File: src/rtl/nexys_starship_score.sv
// Survival-time score counter: counts whole seconds of play in packed BCD,
// freezes at game over and tracks the best completed score since reset.
module nexys_starship_score #(
    parameter int TICK_DIV = 100000000,
    parameter int TICK_W   = 27
) (
    input  logic        Clk,
    input  logic        Reset,
    input  logic        play_flag,
    input  logic        gameover_ctrl,
    output logic [15:0] score_bcd,
    output logic [15:0] hi_score_bcd,
    output logic        new_hi,
    output logic        sec_tick,
    output logic        q_Sc_Idle,
    output logic        q_Sc_Run,
    output logic        q_Sc_Done
);

    // One-hot encoding lets the LED flags come straight from the state flops.
    typedef enum logic [2:0] {
        SC_IDLE = 3'b001,
        SC_RUN  = 3'b010,
        SC_DONE = 3'b100
    } sc_state_t;

    localparam logic [TICK_W-1:0] TICK_LAST = TICK_W'(TICK_DIV - 1);
    localparam logic [15:0]       SCORE_MAX = 16'h9999;

    sc_state_t         state_q, state_d;
    logic [TICK_W-1:0] presc_q, presc_d;
    logic [15:0]       score_q, score_d;
    logic [15:0]       hi_q, hi_d;
    logic              new_hi_q, new_hi_d;
    logic              tick_q, tick_d;

    function automatic logic [15:0] bcd_inc(input logic [15:0] v);
        logic [15:0] r;
        logic        carry;
        r     = v;
        carry = 1'b1;
        for (int i = 0; i < 4; i++) begin
            if (carry) begin
                if (v[i*4 +: 4] == 4'd9) begin
                    r[i*4 +: 4] = 4'd0;
                end else begin
                    r[i*4 +: 4] = v[i*4 +: 4] + 4'd1;
                    carry       = 1'b0;
                end
            end
        end
        return r;
    endfunction

    always_ff @(posedge Clk or negedge Reset) begin
        if (!Reset) begin
            state_q  <= SC_IDLE;
            presc_q  <= '0;
            score_q  <= '0;
            hi_q     <= '0;
            new_hi_q <= 1'b0;
            tick_q   <= 1'b0;
        end else begin
            state_q  <= state_d;
            presc_q  <= presc_d;
            score_q  <= score_d;
            hi_q     <= hi_d;
            new_hi_q <= new_hi_d;
            tick_q   <= tick_d;
        end
    end

    always_comb begin
        state_d  = state_q;
        presc_d  = presc_q;
        score_d  = score_q;
        hi_d     = hi_q;
        new_hi_d = new_hi_q;
        tick_d   = 1'b0;

        unique case (state_q)
            SC_IDLE: begin
                presc_d  = '0;
                score_d  = '0;
                new_hi_d = 1'b0;
                if (play_flag && !gameover_ctrl) begin
                    state_d = SC_RUN;
                end
            end

            SC_RUN: begin
                // Game over wins over a tick due in the same cycle.
                if (gameover_ctrl) begin
                    state_d = SC_DONE;
                    presc_d = '0;
                    if (score_q > hi_q) begin
                        hi_d     = score_q;
                        new_hi_d = 1'b1;
                    end else begin
                        new_hi_d = 1'b0;
                    end
                end else if (!play_flag) begin
                    state_d  = SC_IDLE;
                    presc_d  = '0;
                    score_d  = '0;
                    new_hi_d = 1'b0;
                end else if (presc_q == TICK_LAST) begin
                    presc_d = '0;
                    tick_d  = 1'b1;
                    if (score_q != SCORE_MAX) begin
                        score_d = bcd_inc(score_q);
                    end
                end else begin
                    presc_d = presc_q + 1'b1;
                end
            end

            SC_DONE: begin
                // Always pass through IDLE, even if play is requested again.
                if (!gameover_ctrl) begin
                    state_d  = SC_IDLE;
                    score_d  = '0;
                    new_hi_d = 1'b0;
                end
            end

            default: begin
                state_d = SC_IDLE;
            end
        endcase
    end

    assign score_bcd    = score_q;
    assign hi_score_bcd = hi_q;
    assign new_hi       = new_hi_q;
    assign sec_tick     = tick_q;
    assign q_Sc_Idle    = state_q[0];
    assign q_Sc_Run     = state_q[1];
    assign q_Sc_Done    = state_q[2];

endmodule

File: config.mk
export PLATFORM = sky130hd
export DESIGN_NAME = nexys_starship_score
export DESIGN_NICKNAME = d
export VERILOG_FILES = /design/src/rtl/nexys_starship_score.sv
export SDC_FILE = /design/constraint.sdc
export NUM_CORES = 1
export LEC_CHECK = 0
export BUFFER_PORTS_ARGS = -buffer_cell sky130_fd_sc_hd__buf_4
export CAP_MARGIN = 20
export CORE_ASPECT_RATIO = 2
export CORE_MARGIN = 4
export CORE_UTILIZATION = 50
export DETAILED_ROUTE_END_ITERATION = 12
export PLACE_DENSITY_LB_ADDON = 0.12
export SETUP_SLACK_MARGIN = 0.1
export SYNTH_ARGS = -nofsm -noshare
export SYNTH_HDL_FRONTEND = slang
export SYNTH_SLANG_ARGS = --single-unit
File: constraint.sdc
create_clock -name Clk -period 2.8 [get_ports Clk]
set_clock_uncertainty 0.15 [all_clocks]
set_input_delay 0.28 -clock Clk [delete_from_list [all_inputs] [get_ports Clk]]
set_output_delay 0.28 -clock Clk [all_outputs]
set_load 0.02 [all_outputs]
==> Yosys cells after proc, flatten, opt, wreduce, memory -nomap -nowiden <==
Index checks and enable logic that the tools add are counted.
{ "totals": {"word_cells": 95, "in_bits": 4, "register_bits": 64} }
{ "classes": {"n_addsub": 5, "reduce_logical": 11, "order_cmp": 1, "n_mux": 51, "eq_ne": 18} }
{ "ops": {"columns": ["op", "count"], "rows": [
  ["27-bit two-way mux", 3],
  ["16-bit two-way mux", 5],
  ["27-bit one-hot mux with 2 select lines", 1],
  ["16-bit one-hot mux with 3 select lines", 1],
  ["1-bit two-way mux", 28],
  ["4-bit two-way mux", 7],
  ["27-bit by 1-bit adder with 27-bit output (second input constant)", 1],
  ["27-bit equality test (second input constant)", 1],
  ["3-bit != test (second input constant)", 6],
  ["6-bit AND reduction", 3],
  ["4-bit by 1-bit adder with 4-bit output (second input constant)", 4],
  ["4-bit equality test (second input constant)", 4],
  ["16-bit greater-than comparator", 1],
  ["16-bit != test (second input constant)", 1],
  ["3-bit two-way mux", 4],
  ["3-bit one-hot mux with 3 select lines", 1],
  ["3-bit AND reduction", 3],
  ["2-bit != test (second input constant)", 3],
  ["5-bit AND reduction", 1],
  ["3-bit by 1-bit equality test with 1-bit output (second input constant)", 1],
  ["3-bit by 2-bit equality test with 1-bit output (second input constant)", 1],
  ["3-bit equality test (second input constant)", 1],
  ["1-bit one-hot mux with 3 select lines", 1],
  ["3-bit nonzero test", 1],
  ["3 further kinds", 3]
]} }

==> Depth between registers and ports, before layout <==
{ "depth": {"depth_word": 25, "depth_mapped": 8} }

==> Worst setup path after synthesis <==
OpenSTA, ideal clock, no wires.
{ "synth_timing": {"kind": "reg-to-reg", "startpoint": "reg score_q[7] (netlist: score_bcd[7])", "endpoint": "reg hi_q[10] (netlist: hi_score_bcd[10])", "arrival_time_ns": 2.525, "setup_slack_ns": 0.000, "path_stages_with_launch": 8, "synth_period_minus_slack_ns": 2.800, "required_ns": 2.525, "cell_sequence": "dfrtp_1 ha_1 a21oi_1 o21ai_0 a221o_1 o31ai_2 buf_2 mux2_2"} }
{ "synth_via": {"elab_chain_len": 2} }
{ "synth_lines": {"columns": ["element", "line_no", "rtl"], "rows": [
  ["from (decl)", "32", "logic [15:0] score_q, score_d;"],
  ["from (signal assigned)", "66", "score_q <= score_d;"],
  ["16-bit greater-than comparator", "96", "if (score_q > hi_q) begin"],
  ["3-bit AND reduction (no source line)", null, null],
  ["to (signal assigned)", "67", "hi_q <= hi_d;"],
  ["to (decl)", "33", "logic [15:0] hi_q, hi_d;"]
]} }
No other way between the ends.
A chain may end at the register's enable or synchronous reset.

==> Final worst setup path <==
{ "layout_timing": {"startpoint": "reg score_q[9] (netlist: score_bcd[9])", "endpoint": "reg hi_q[0] (netlist: hi_score_bcd[0])"} }
The elaborated chain is that of the path after synthesis.

==> results_dict.tcl <==
set metrics [dict create \
    clkLatencyLatePin_ps 330 \
    fp.coreArea_um2 7270 \
    multiInputGateArea_um2 2020 \
    critPathLaunchType "flop" \
    reg2reg_from "score_bcd[9]" \
    drtIter0Drc 176 \
    crit_path_max_incr_delay_ps 440 \
    io_pins 41 \
    viasPerCell 5.76 \
    maxSlewViolCount 0 \
    peakVddDrop_mv 0.616 \
    fmax_mhz 384 \
    drc_errors 0 \
    drt_pass1_iterations 4 \
    antenna_found_initial 0 \
    synth_cell_types 55 \
    wire_per_inst_um 17.1 \
    synth-seq-cells 64 \
    syn_to_final_growth_pct 23.8 \
    io_buffers 40 \
    syn-num-nets 408 \
    netlist.area_leader.share_pct 42.1 \
    fin_area_um2 4640 \
    fin_cells 540 \
    ys_top_cells_by_area "dfrtp_1 (42%), ha_1 (8.4%), mux2_2 (4.2%), xnor2_1 (4.2%), nor2_1 (3.4%)" \
    synth_edf_count 0 \
    first_global_vias 3266 \
    leakagePower_nw 2.15 \
    grt_max_degree 65 \
    path_clk_slew_ps 50 \
    std_cell_rows 44 \
    crit_family "simple AND/OR/NAND/NOR gates" \
    setup_viol 0 \
    ant_nets 0 \
    cts_buffers 9 \
    dpl_cell_area_um2 4290 \
    dp_cells 521 \
    min_path_type "input pin to flop" \
    min_period_over_period_pct 92.9 \
    mostFrequentLayoutCells "dfrtp_1 (63), buf_4 (59), nor2_1 (34), inv_1 (28), nand2_1 (28)" \
    cts_tree "done" \
    grt_pass1_wl_mm 15.4 \
    worst_pin_slew_ps 825 \
    gp_congestion 0.891 \
    worstSetupEndpointType "flop" \
    cellPowerDensity_nw_per_um2 473 \
    hpwl_mm 7.02 \
    dpl_worst_slack_ps -147 \
    synthArstFlopShare_pct 100 \
    finalWirelength_mm 9.23 \
    start_util_pct 51.5 \
    grt_util_all_layers_pct 21.8 \
    syn_inst 379 \
    setup_ws_ps 198 \
    yosys.area.top_type "dfrtp_1" \
    die_h_um 130 \
    gr-total-overflow 0 \
    cts_sinks 64 \
    die-area_um2 9030 \
    cts_buffer_depth 2 \
    num_vias 3108 \
    reg2reg_setup_slack_ps 200 \
    rsz0062_at_grt "no" \
    slew_headroom_pct 45.0 \
    worst-path-stages 7 \
    whs_path_depth 2 \
    critPathKind "flop to flop" \
    fp.dieW_um 69.2 \
    crit_chain "ha_1 -> nand4_1 -> nor4_4 -> a21boi_1 -> o31ai_4 -> buf_4 -> mux2_2" \
    syn-cell-area_um2 3750 \
    regArea_um2 1600 \
    finalNetCount 472 \
    cts_root_buf "clkbuf_16" \
    timing.hold.ws_ps 35.4 \
    worst-path-max-fanout 6 \
    reg2regPathDepth 7 \
    hold_viol 0 \
    r2r_end "hi_score_bcd[0]" \
    maxCapViolCount 0 \
    required_ps 2860 \
    antennaDiodeCount 0 \
    layout_commonest_cell "dfrtp_1" \
    slowest_stage "dfrtp_1" \
    fill_cells 642 \
    status "finished clean" \
    yosysSeqAreaShare_pct 42.8 \
    crit_buf_inv 1 \
    layout-drive-gt1-share_pct 22.8 \
    worstHoldStart "gameover_ctrl" \
    htreeDepth 3 \
    syn-mean-instance-area_um2 9.88 \
    cp_data_arrival_time_ps 2660 \
    holdPathEnd "sec_tick" \
    finalCriticalPeriod_ps 2600 \
    ys_warn_count 0 \
    synth-main-ff-cell "dfrtp_1" \
]
flip-flops by register name, indices dropped and copies added, names as in the netlist:
name	flops
presc_q	27
hi_score_bcd	16
score_bcd	16
state_q	3
new_hi	1
sec_tick	1
worst max path at each step:
stage                             from               end  slack (ps)
after CTS                 score_bcd[9]  hi_score_bcd[12]         120
after floorplan           score_bcd[7]  hi_score_bcd[10]         120
after global placement    score_bcd[9]   hi_score_bcd[0]        -100
after global routing      score_bcd[9]   hi_score_bcd[6]         110
final                     score_bcd[9]   hi_score_bcd[0]         200
after detailed placement  score_bcd[9]   hi_score_bcd[0]        -150
worst register-to-register path, stage by stage (launching register included):
cell	delay (ps)
dfrtp_1	440
ha_1	350
nand4_1	220
nor4_4	420
a21boi_1	350
o31ai_4	100
buf_4	170
mux2_2	270
cells in the mapped netlist, drive strengths merged (6+ instances only):
cell   number
dfrtp      63
nor2       34
inv        28
nand2      28
ha         25
xnor2      19
a21oi      17
mux2       14
nor4       14
o21ai      13
nand4      11
nand3      10
or4         8
mux2i       6
nor2b       6
nor3        6
kinds of logic (layout without fill, tap and decap cells):
group                    after synthesis  after routing  share of synthesized area [%]
AO/OA/AOI/OAI                         58             58                           10.7
XOR/XNOR                              23             23                           5.58
adder cells (fa/ha/maj)               25             25                           8.35
buffers and inverters                 38            107                           4.21
flip-flops                            64             64                           42.8
multiplexers                          20             20                           5.81
AND/OR/NAND/NOR                      151            151                           22.6
where the power goes:
part	total [W]	internal, W	switching (W)
Clock	0.00109	0.000708	0.000386
Combinational	0.000158	0.0000541	0.000104
Sequential	0.000942	0.000932	0.00000981
per-stage QoR:
step	utilization, %	TNS [ps]	total power [W]
2_1_floorplan	-	0	0.00105
3_3_place_gp	59.1	-962	0.00111
3_5_place_dp	59.1	-1440	0.00111
4_1_cts	63.4	0	0.00222
5_1_grt	63.8	0	0.00228
6_report	63.8	0	0.00219
what timing repair did:
| item | CTS | global route |
|---|---|---|
| setup endpoints to repair | 16 | 22 |
| hold endpoints to repair | 64 | 0 |
| pin swaps | 0 | 3 |
| hold buffers | 2 | 0 |
| setup buffers | 0 | 1 |
| resized for setup | 2 | 3 |
layout make-up:
cell class,instances,area share [%]
clock inverter,4,0.971
timing repair buffer,63,10.8
tap,92,2.48
clock buffer,12,5.31
multi-input combinational,277,43.6
inverter,28,2.27
sequential,64,34.5
routing by layer:
layer	global-route usage [%]	part of all wire [%]	wire length, um
met1	21.1	35	3200
met2	41.9	59	5410
met3	4.75	2.5	235
met4	12.8	4.3	393
met5	0	0	0
No activity file was read; power rests on OpenSTA's default activity.
